[src/rtl/instruction_fetch_pkg.sv]
// Shared fetch/decode definitions: FSM encoding, branch-select codes, NOP word.
// Latency: n/a (types and constants only).
// Backpressure: n/a.
package instruction_fetch_pkg;

  // Fetch FSM state encoding.
  typedef enum logic [1:0] {
    IDLE  = 2'd0,
    FETCH = 2'd1,
    HOLD  = 2'd2,
    FLUSH = 2'd3
  } fetch_state_t;

  // Branch-select field codes, shared with the instruction decoder.
  typedef enum logic [1:0] {
    BS_NEXT = 2'b00,
    BS_COND = 2'b01,
    BS_JMR  = 2'b10,
    BS_BR   = 2'b11
  } bs_t;

  // Instruction word with opcode 0000000: IR contents after reset or flush.
  localparam logic [31:0] NOP_INSTR = 32'h0000_0000;

  // Word-address increment; wraps FFFFFFFF to 0.
  function automatic logic [31:0] pc_incr(input logic [31:0] pc);
    return pc + 32'd1;
  endfunction

endpackage

[src/rtl/instruction_fetch_branch_resolve.sv]
// Branch resolution: decides whether the executing instruction redirects fetch.
// Latency: purely combinational.
// Backpressure: none; result is only meaningful while ex_valid is high.
module branch_resolve
  import instruction_fetch_pkg::*;
(
  input  logic        ex_valid,
  input  logic [1:0]  bs,
  input  logic        ps,
  input  logic        z,
  input  logic [31:0] br_target,
  input  logic [31:0] jmp_target,
  output logic        taken,
  output logic [31:0] target
);

  // Taken when a conditional branch meets its zero polarity, or on any jump/branch.
  always_comb begin
    taken = 1'b0;
    if (ex_valid) begin
      case (bs)
        BS_COND: taken = z ^ ps;
        BS_JMR:  taken = 1'b1;
        BS_BR:   taken = 1'b1;
        default: taken = 1'b0;
      endcase
    end
  end

  // Jump-register uses the bus-A target; the PC-relative forms use the branch target.
  always_comb begin
    target = br_target;
    if (bs == BS_JMR) begin
      target = jmp_target;
    end
  end

endmodule

[src/rtl/instruction_fetch.sv]
// Instruction fetch: issues word reads at PC, holds the returned word in IR for the decoder.
// Latency: IR valid on the ACK edge; zero-wait memory and no stall give one instruction per cycle.
// Backpressure: STALL at an ACK edge parks in HOLD with IMEM_REQ low until the consume edge; redirects override STALL.
module instruction_fetch #(
  parameter logic [31:0] RESET_PC  = 32'h0000_0000,
  parameter logic [31:0] NOP_INSTR = instruction_fetch_pkg::NOP_INSTR
) (
  input  logic        CLK,
  input  logic        RESET,
  output logic        IMEM_REQ,
  output logic [31:0] IMEM_ADDR,
  input  logic        IMEM_ACK,
  input  logic [31:0] IMEM_RDATA,
  output logic [31:0] IR_instruction,
  output logic        IR_VALID,
  input  logic        STALL,
  input  logic        EX_VALID,
  input  logic [1:0]  BS,
  input  logic        PS,
  input  logic        Z,
  input  logic [31:0] BR_TARGET,
  input  logic [31:0] JMP_TARGET,
  output logic [31:0] PC_OUT
);
  import instruction_fetch_pkg::*;

  fetch_state_t state;
  logic         req_q;
  logic [31:0]  addr_q;    // address of the request on the bus
  logic [31:0]  pc_q;      // next address to fetch once the bus is free
  logic [31:0]  ir_q;
  logic         ir_vld_q;
  logic [31:0]  pc_out_q;

  logic         taken;
  logic [31:0]  target;
  logic         ack;
  logic         consume;

  branch_resolve u_branch_resolve (
    .ex_valid   (EX_VALID),
    .bs         (BS),
    .ps         (PS),
    .z          (Z),
    .br_target  (BR_TARGET),
    .jmp_target (JMP_TARGET),
    .taken      (taken),
    .target     (target)
  );

  // An ACK only counts while a request is actually outstanding.
  assign ack     = IMEM_ACK & req_q;
  assign consume = ir_vld_q & ~STALL;

  assign IMEM_REQ       = req_q;
  assign IMEM_ADDR      = addr_q;
  assign IR_instruction = ir_q;
  assign IR_VALID       = ir_vld_q;
  assign PC_OUT         = pc_out_q;

  // Fetch FSM with all bus and IR outputs registered.
  always_ff @(posedge CLK or negedge RESET) begin
    if (!RESET) begin
      state    <= IDLE;
      req_q    <= 1'b0;
      addr_q   <= RESET_PC;
      pc_q     <= RESET_PC;
      ir_q     <= NOP_INSTR;
      ir_vld_q <= 1'b0;
      pc_out_q <= RESET_PC;
    end else begin
      case (state)
        IDLE: begin
          state <= FETCH;
          req_q <= 1'b1;
          if (taken) begin
            pc_q   <= target;
            addr_q <= target;
          end else begin
            addr_q <= pc_q;
          end
        end

        FETCH: begin
          if (taken) begin
            // Redirect: squash IR; a request that has not completed must still
            // be waited out at its old address before the target can be issued.
            ir_q     <= NOP_INSTR;
            ir_vld_q <= 1'b0;
            pc_q     <= target;
            if (ack) begin
              addr_q <= target;
            end else begin
              state <= FLUSH;
            end
          end else if (ack) begin
            ir_q     <= IMEM_RDATA;
            pc_out_q <= addr_q;
            ir_vld_q <= 1'b1;
            pc_q     <= pc_incr(addr_q);
            // Keep streaming only if the consumer is taking words this edge.
            if (STALL) begin
              state <= HOLD;
              req_q <= 1'b0;
            end else begin
              addr_q <= pc_incr(addr_q);
            end
          end else if (consume) begin
            ir_vld_q <= 1'b0;
          end
        end

        HOLD: begin
          if (taken) begin
            ir_q     <= NOP_INSTR;
            ir_vld_q <= 1'b0;
            pc_q     <= target;
            addr_q   <= target;
            req_q    <= 1'b1;
            state    <= FETCH;
          end else if (consume) begin
            ir_vld_q <= 1'b0;
            addr_q   <= pc_q;
            req_q    <= 1'b1;
            state    <= FETCH;
          end
        end

        FLUSH: begin
          // Stale request still on the bus; its data is dropped when it returns.
          if (taken) begin
            pc_q <= target;
          end
          if (ack) begin
            addr_q <= taken ? target : pc_q;
            state  <= FETCH;
          end
        end

        default: begin
          state <= IDLE;
          req_q <= 1'b0;
        end
      endcase
    end
  end

endmodule

[config.mk]
export PLATFORM = sky130hd
export DESIGN_NAME = instruction_fetch
export DESIGN_NICKNAME = d
export VERILOG_FILES = /design/src/rtl/instruction_fetch_pkg.sv /design/src/rtl/instruction_fetch_branch_resolve.sv /design/src/rtl/instruction_fetch.sv
export SDC_FILE = /design/constraint.sdc
export NUM_CORES = 1
export LEC_CHECK = 0
export BUFFER_PORTS_ARGS = -buffer_cell sky130_fd_sc_hd__buf_2
export CORE_AREA = 3 3 147 106
export CTS_CLUSTER_SIZE = 30
export DETAILED_ROUTE_END_ITERATION = 10
export DIE_AREA = 0 0 150 109
export GPL_TIMING_DRIVEN = 0
export PLACE_DENSITY = 0.73
export SETUP_SLACK_MARGIN = 0.3
export SYNTH_ARGS = -nofsm -noshare
export SYNTH_HDL_FRONTEND = slang
export SYNTH_SLANG_ARGS = --single-unit
[constraint.sdc]
create_clock -name CLK -period 2.87 [get_ports CLK]
set_input_delay 0.287 -clock CLK [delete_from_list [all_inputs] [get_ports CLK]]
set_output_delay 0.287 -clock CLK [all_outputs]
set_load 0.01 [all_outputs]
======== Word level (Yosys, flattened, before mapping) ========
Index checks and enable logic that the tools add are counted.
word-level totals
  register bits ........................... 132
  input port bits ......................... 105
operators by class
  $add $sub $neg .......................... 1
  equality and inequality tests ........... 16
  mux-type cells .......................... 38
  bitwise logic cells ..................... 5
  reduce and logical (&&, ||, !) cells .... 10
operator list
  operator               count
  $mux 32                14
  $pmux 32 s2            2
  $pmux 32 s4            1
  $add 32x1->32 const B  1
  $ne 3x3->1 const B     5
  $mux 2                 7
  $mux 1                 10
  $ne 2x2->1 const B     5
  $reduce_and 5->1       2
  $eq 2x2->1 const B     4
  $pmux 2 s4             1
  $reduce_and 3->1       2
  $eq 2x1->1 const B     2
  $pmux 1 s2             2
  $reduce_and 4->1       1
  $pmux 1 s3             1
  $reduce_bool 3->1      1
  $reduce_or 3->1        1
  $and 1x1->1            2
  $logic_not 2->1        1
  $not 1->1              2
  $reduce_bool 2->1      1
  $reduce_or 2->1        1
  $xor 1x1->1            1

======== Depth between registers and ports, before layout ========
  word-level depth ........................ 7
  mapped depth ............................ 10

======== Hierarchy ========
A second synthesis with hierarchy kept.
second synthesis, totals
  cell total of the unflattened synthesis .. 727
  area, all modules ....................... 7141.8 um^2
modules (own cells, without submodules)
  module             times used  cells an instance  area an instance (um^2)  seq. area each (um^2)
  instruction_fetch  1           686                6562.5                   3303.2
  branch_resolve     1           41                 579.3                    0.0

======== Least setup slack after synthesis ========
No wires, ideal clock.
  path kind ............................... reg-to-reg
  start point ............................. reg addr_q[0], in the netlist IMEM_ADDR[0]
  end point ............................... reg addr_q[20], in the netlist IMEM_ADDR[20]
  arrival ................................. 2.218 ns
  data required time ...................... 2.805 ns
  slack ................................... 0.587 ns
  cell stages (with the launch flop) ...... 9
  period minus slack after synthesis ...... 2.283 ns
  path through ............................ dfrtp_1 -> ha_1 -> buf_2 -> nand3_1 -> or4_4 -> or4_1 -> a31oi_1 -> o21a_1 -> mux2_2
between the ends
  word-level cells in the longest chain between the ends .. 5
RTL lines
  item                    RTL line                     source
  from (decl)             instruction_fetch.sv:29      logic [31:0] addr_q;
  from (signal assigned)  instruction_fetch.sv:78      addr_q <= target;
  from (signal assigned)  instruction_fetch.sv:80      addr_q <= pc_q;
  from (signal assigned)  instruction_fetch.sv:92      addr_q <= target;
  $add 32x1->32           instruction_fetch_pkg.sv:27  return pc + 32'd1;
  $mux 32                 instruction_fetch.sv:102     if (STALL) begin
  $mux 32                 instruction_fetch.sv:96      end else if (ack) begin
  $mux 32                 instruction_fetch.sv:85      if (taken) begin
  $pmux 32 s4             instruction_fetch.sv:72      case (state)
Every way passes these cells. The select of a mux whose other input is x is not followed.
A chain may end at the register's enable or synchronous reset.

======== Worst setup path after layout ========
  start point ............................. reg addr_q[0], in the netlist IMEM_ADDR[0]
  end point ............................... reg pc_q[20]
between the ends
  word-level cells in the longest chain between the ends .. 4
RTL lines
  item                  RTL line                     source
  $add 32x1->32         instruction_fetch_pkg.sv:27
  $mux 32               instruction_fetch.sv:96
  $mux 32               instruction_fetch.sv:85
  $pmux 32 s2           instruction_fetch.sv:72
  to (signal assigned)  instruction_fetch.sv:77      pc_q <= target;
  to (signal assigned)  instruction_fetch.sv:90      pc_q <= target;
  to (signal assigned)  instruction_fetch.sv:100     pc_q <= pc_incr(addr_q);
  to (decl)             instruction_fetch.sv:30      logic [31:0] pc_q;
Every way passes these cells. The select of a mux whose other input is x is not followed.

==> flow_metrics.tcl <==
set metrics [dict create \
    root_buffer "clkbuf_16" \
    drtIter0Drc 631 \
    synthesis.area_um2 6700 \
    synth_top_cells_by_count "nand2_1, dfrtp_1, a21oi_1" \
    drt-total-wl_um 21500 \
    antenna_found_initial 0 \
    period_share_pct 86.6 \
    nNetsFinal 1088 \
    rr_worst_depth 8 \
    syn-num-nets 856 \
    grt_max_degree 85 \
    initial_core_util_pct 47.7 \
    synth_flop_cell "dfrtp_1" \
    synth_top_cell_by_area "dfrtp_1" \
    vdd_drop_max_uv 599 \
    drive_gt1_share_pct 32.7 \
    vias 6607 \
    dp_slack_ns -0.103 \
    setup.worst_path.start_class "flop" \
    grt_pass1_vias 6046 \
    drtAntennaViolNets 0 \
    grt_remaining_overflow 0 \
    synthArstFlopShare_pct 100 \
    final_max_slew_viol_count 0 \
    use_met2_pct 38.0 \
    syn_to_final_growth_pct 29.7 \
    cts_made_buffers 17 \
    cts_tree "done" \
    worstMarginPinSlew_ns 0.911 \
    die_y_um 109 \
    clock_path_buffers 2 \
    fin_setup_tns_ns 0 \
    dr.pass1.iters 5 \
    fmax_ghz 0.403 \
    place_hpwl_um 15700 \
    status "complete, no violations" \
    yosysSeqAreaShare_pct 49.3 \
    arrival_ns 2.84 \
    wl_per_cell_um 18.2 \
    n_fill_cell 1267 \
    gp_congestion 0.932 \
    use_met1_pct 40.1 \
    antenna_cells 0 \
    drc 0 \
    drv_cap 0 \
    hold_path.startpoint "IMEM_RDATA[7]" \
    yosys_warnings 0 \
    hold_ws_ns 0.107 \
    post-route-min-period_ns 2.48 \
    synth.top_cell.area_share_pct 49.3 \
    required_ns 3.22 \
    core_um2 14100 \
    r2r-end "pc_q[20]$_DFFE_PN0P_" \
    ys_types 53 \
    yosysMostFrequentCell "nand2_1" \
    r2r_setup_slack_ns 0.39 \
    clkSinkCount 132 \
    rsz0062_at_grt "false" \
    grt_pass1_wl_um 33200 \
    io_pins 203 \
    netlist_top_cells_area "dfrtp_1, nand2_1, mux2_2" \
    grtUsageMet3_pct 6.40 \
    viasPerCell 5.59 \
    numPortBuffers 202 \
    pwr_density_cell_nw_per_um2 1170 \
    fin_ws_ns 0.386 \
    worst_setup_path_end_kind "flop" \
    synth_edf_count 0 \
    worstSkewPairLatency_ns 0.42 \
    htree_levels 4 \
    setup_viol 0 \
    hold_depth 3 \
    cp_max_fo 9 \
    hp-class "in -> reg" \
    synth_cells 747 \
    dieWidth_um 150 \
    skew_ns 0.00850 \
    rows 36 \
    ys_seq_elements 132 \
    syn_area_per_cell_um2 8.97 \
    track_usage_pct 26.3 \
    max_slew_margin_pct 39.3 \
    p_total_mw 10.2 \
    busiest_layer "met1" \
    worstSetupPathType "reg -> reg" \
    fin_util_pct 61.9 \
    clk_pin_slew_ns 0.06 \
    p_leak_nw 4.06 \
    min_to "IR_instruction[7]$_DFFE_PN0P_" \
    r2r_start "IMEM_ADDR[0]$_DFFE_PN0P_" \
    hold_viol_final 0 \
    die_area_um2 16400 \
]
[state kept, by name, indices dropped and copies added, names as in the netlist]
register        cells
IR_instruction     32
IMEM_REQ            1
state               2
IMEM_ADDR          32
pc_q               32
PC_OUT             32
IR_VALID            1
[through the flow]
stage | cell area [um2] | cells
after floorplan | 6700 | 747
after detailed placement | 7990 | 1140
after global placement | 7950 | 1139
final | 8700 | 1181
after CTS | 8640 | 1176
after global routing | 8700 | 1181
[cell type report]
cell class              instances  area [um2]  area share, %
clock buffers                  18         439           5.05
plain buffers                  48         208           2.39
flip-flops and latches        132        3310           38.0
inverters                      12        45.0          0.518
well taps                     190         238           2.73
clock inverters                13         160           1.84
multi-input cells             555        3180           36.6
repair buffers                213        1120           12.9
[metal layers]
layer / vias up / share of wire (%) / routed length (um)
li1: 3069 / - / -
met1: 3157 / 45 / 9610
met2: 360 / 43 / 9250
met3: 19 / 11 / 2410
met4: 2 / 0.83 / 178
met5: - / 0.26 / 55
[critical path, cell delays in order (launching register included)]
cell and delay, ns:
dfrtp_2 0.42, ha_1 0.16, clkbuf_4 0.21, nand3_1 0.13, or4_4 0.53, or4_1 0.43
a31oi_1 0.25, o21a_1 0.16, mux2_2 0.14
[power breakdown]
group / total, mW / internal [mW] / leakage (nW) / switching, mW
Combinational: 4.47 / 1.85 / 2.22 / 2.62
Sequential: 3.55 / 2.77 / 1.56 / 0.780
Clock: 2.20 / 1.38 / 0.280 / 0.822
[cell usage in the layout, fill, tap and decap left out, types with 4 or more instances in the layout]
cell type     n
mux2_2       44
o22ai_1       4
nand4_1      17
clkbuf_2      5
o21ai_0      54
xor2_1       10
and3_1        4
dfrtp_1     130
mux2i_1       5
inv_1        12
a31oi_1      12
clkinvlp_4    5
a211oi_1      4
nor2_1       69
nor4_1        8
ha_1          4
nor2b_1       4
nor3_1        6
a31o_2        8
nand2_1     151
nand3_1      15
a21oi_1      80
clkbuf_1     30
buf_4         9
clkbuf_16    17
xnor2_1      12
buf_2       212
[how the worst max path moves through the flow]
stage	slack, ns	to	cells after the start	start
after floorplan	0.59	IMEM_ADDR[20]$_DFFE_PN0P_	8	IMEM_ADDR[0]$_DFFE_PN0P_
after global routing	0.31	pc_q[27]$_DFFE_PN0P_	9	IMEM_ADDR[2]$_DFFE_PN0P_
final	0.39	pc_q[20]$_DFFE_PN0P_	8	IMEM_ADDR[0]$_DFFE_PN0P_
after CTS	0.34	pc_q[20]$_DFFE_PN0P_	8	IMEM_ADDR[0]$_DFFE_PN0P_
after global placement	-0.32	PC_OUT[10]$_DFFE_PN0P_	1	RESET
after detailed placement	-0.10	pc_q[4]$_DFFE_PN0P_	9	state[1]$_DFFE_PN0P_
[cell families after synthesis]
kind of cell             after synthesis  share of synthesized area [%]
AO/OA/AOI/OAI                        188                           16.4
adder cells (fa/ha/maj)                4                          0.747
flip-flops                           132                           49.3
buffers and inverters                 60                           3.58
multiplexers                          49                           8.14
AND/OR/NAND/NOR                      292                           19.0
XOR/XNOR                              22                           2.87
[what timing repair did]
item | 4_1_cts | 5_1_grt
hold endpoints to repair | 48 | 0
buffers inserted | 4 | 5
hold buffers | 1 | 0
resized for setup | 7 | 8
pin swaps | 0 | 1
endpoints found under the setup margin | 80 | 65
Note: power is estimated with default switching activity, not from simulation.
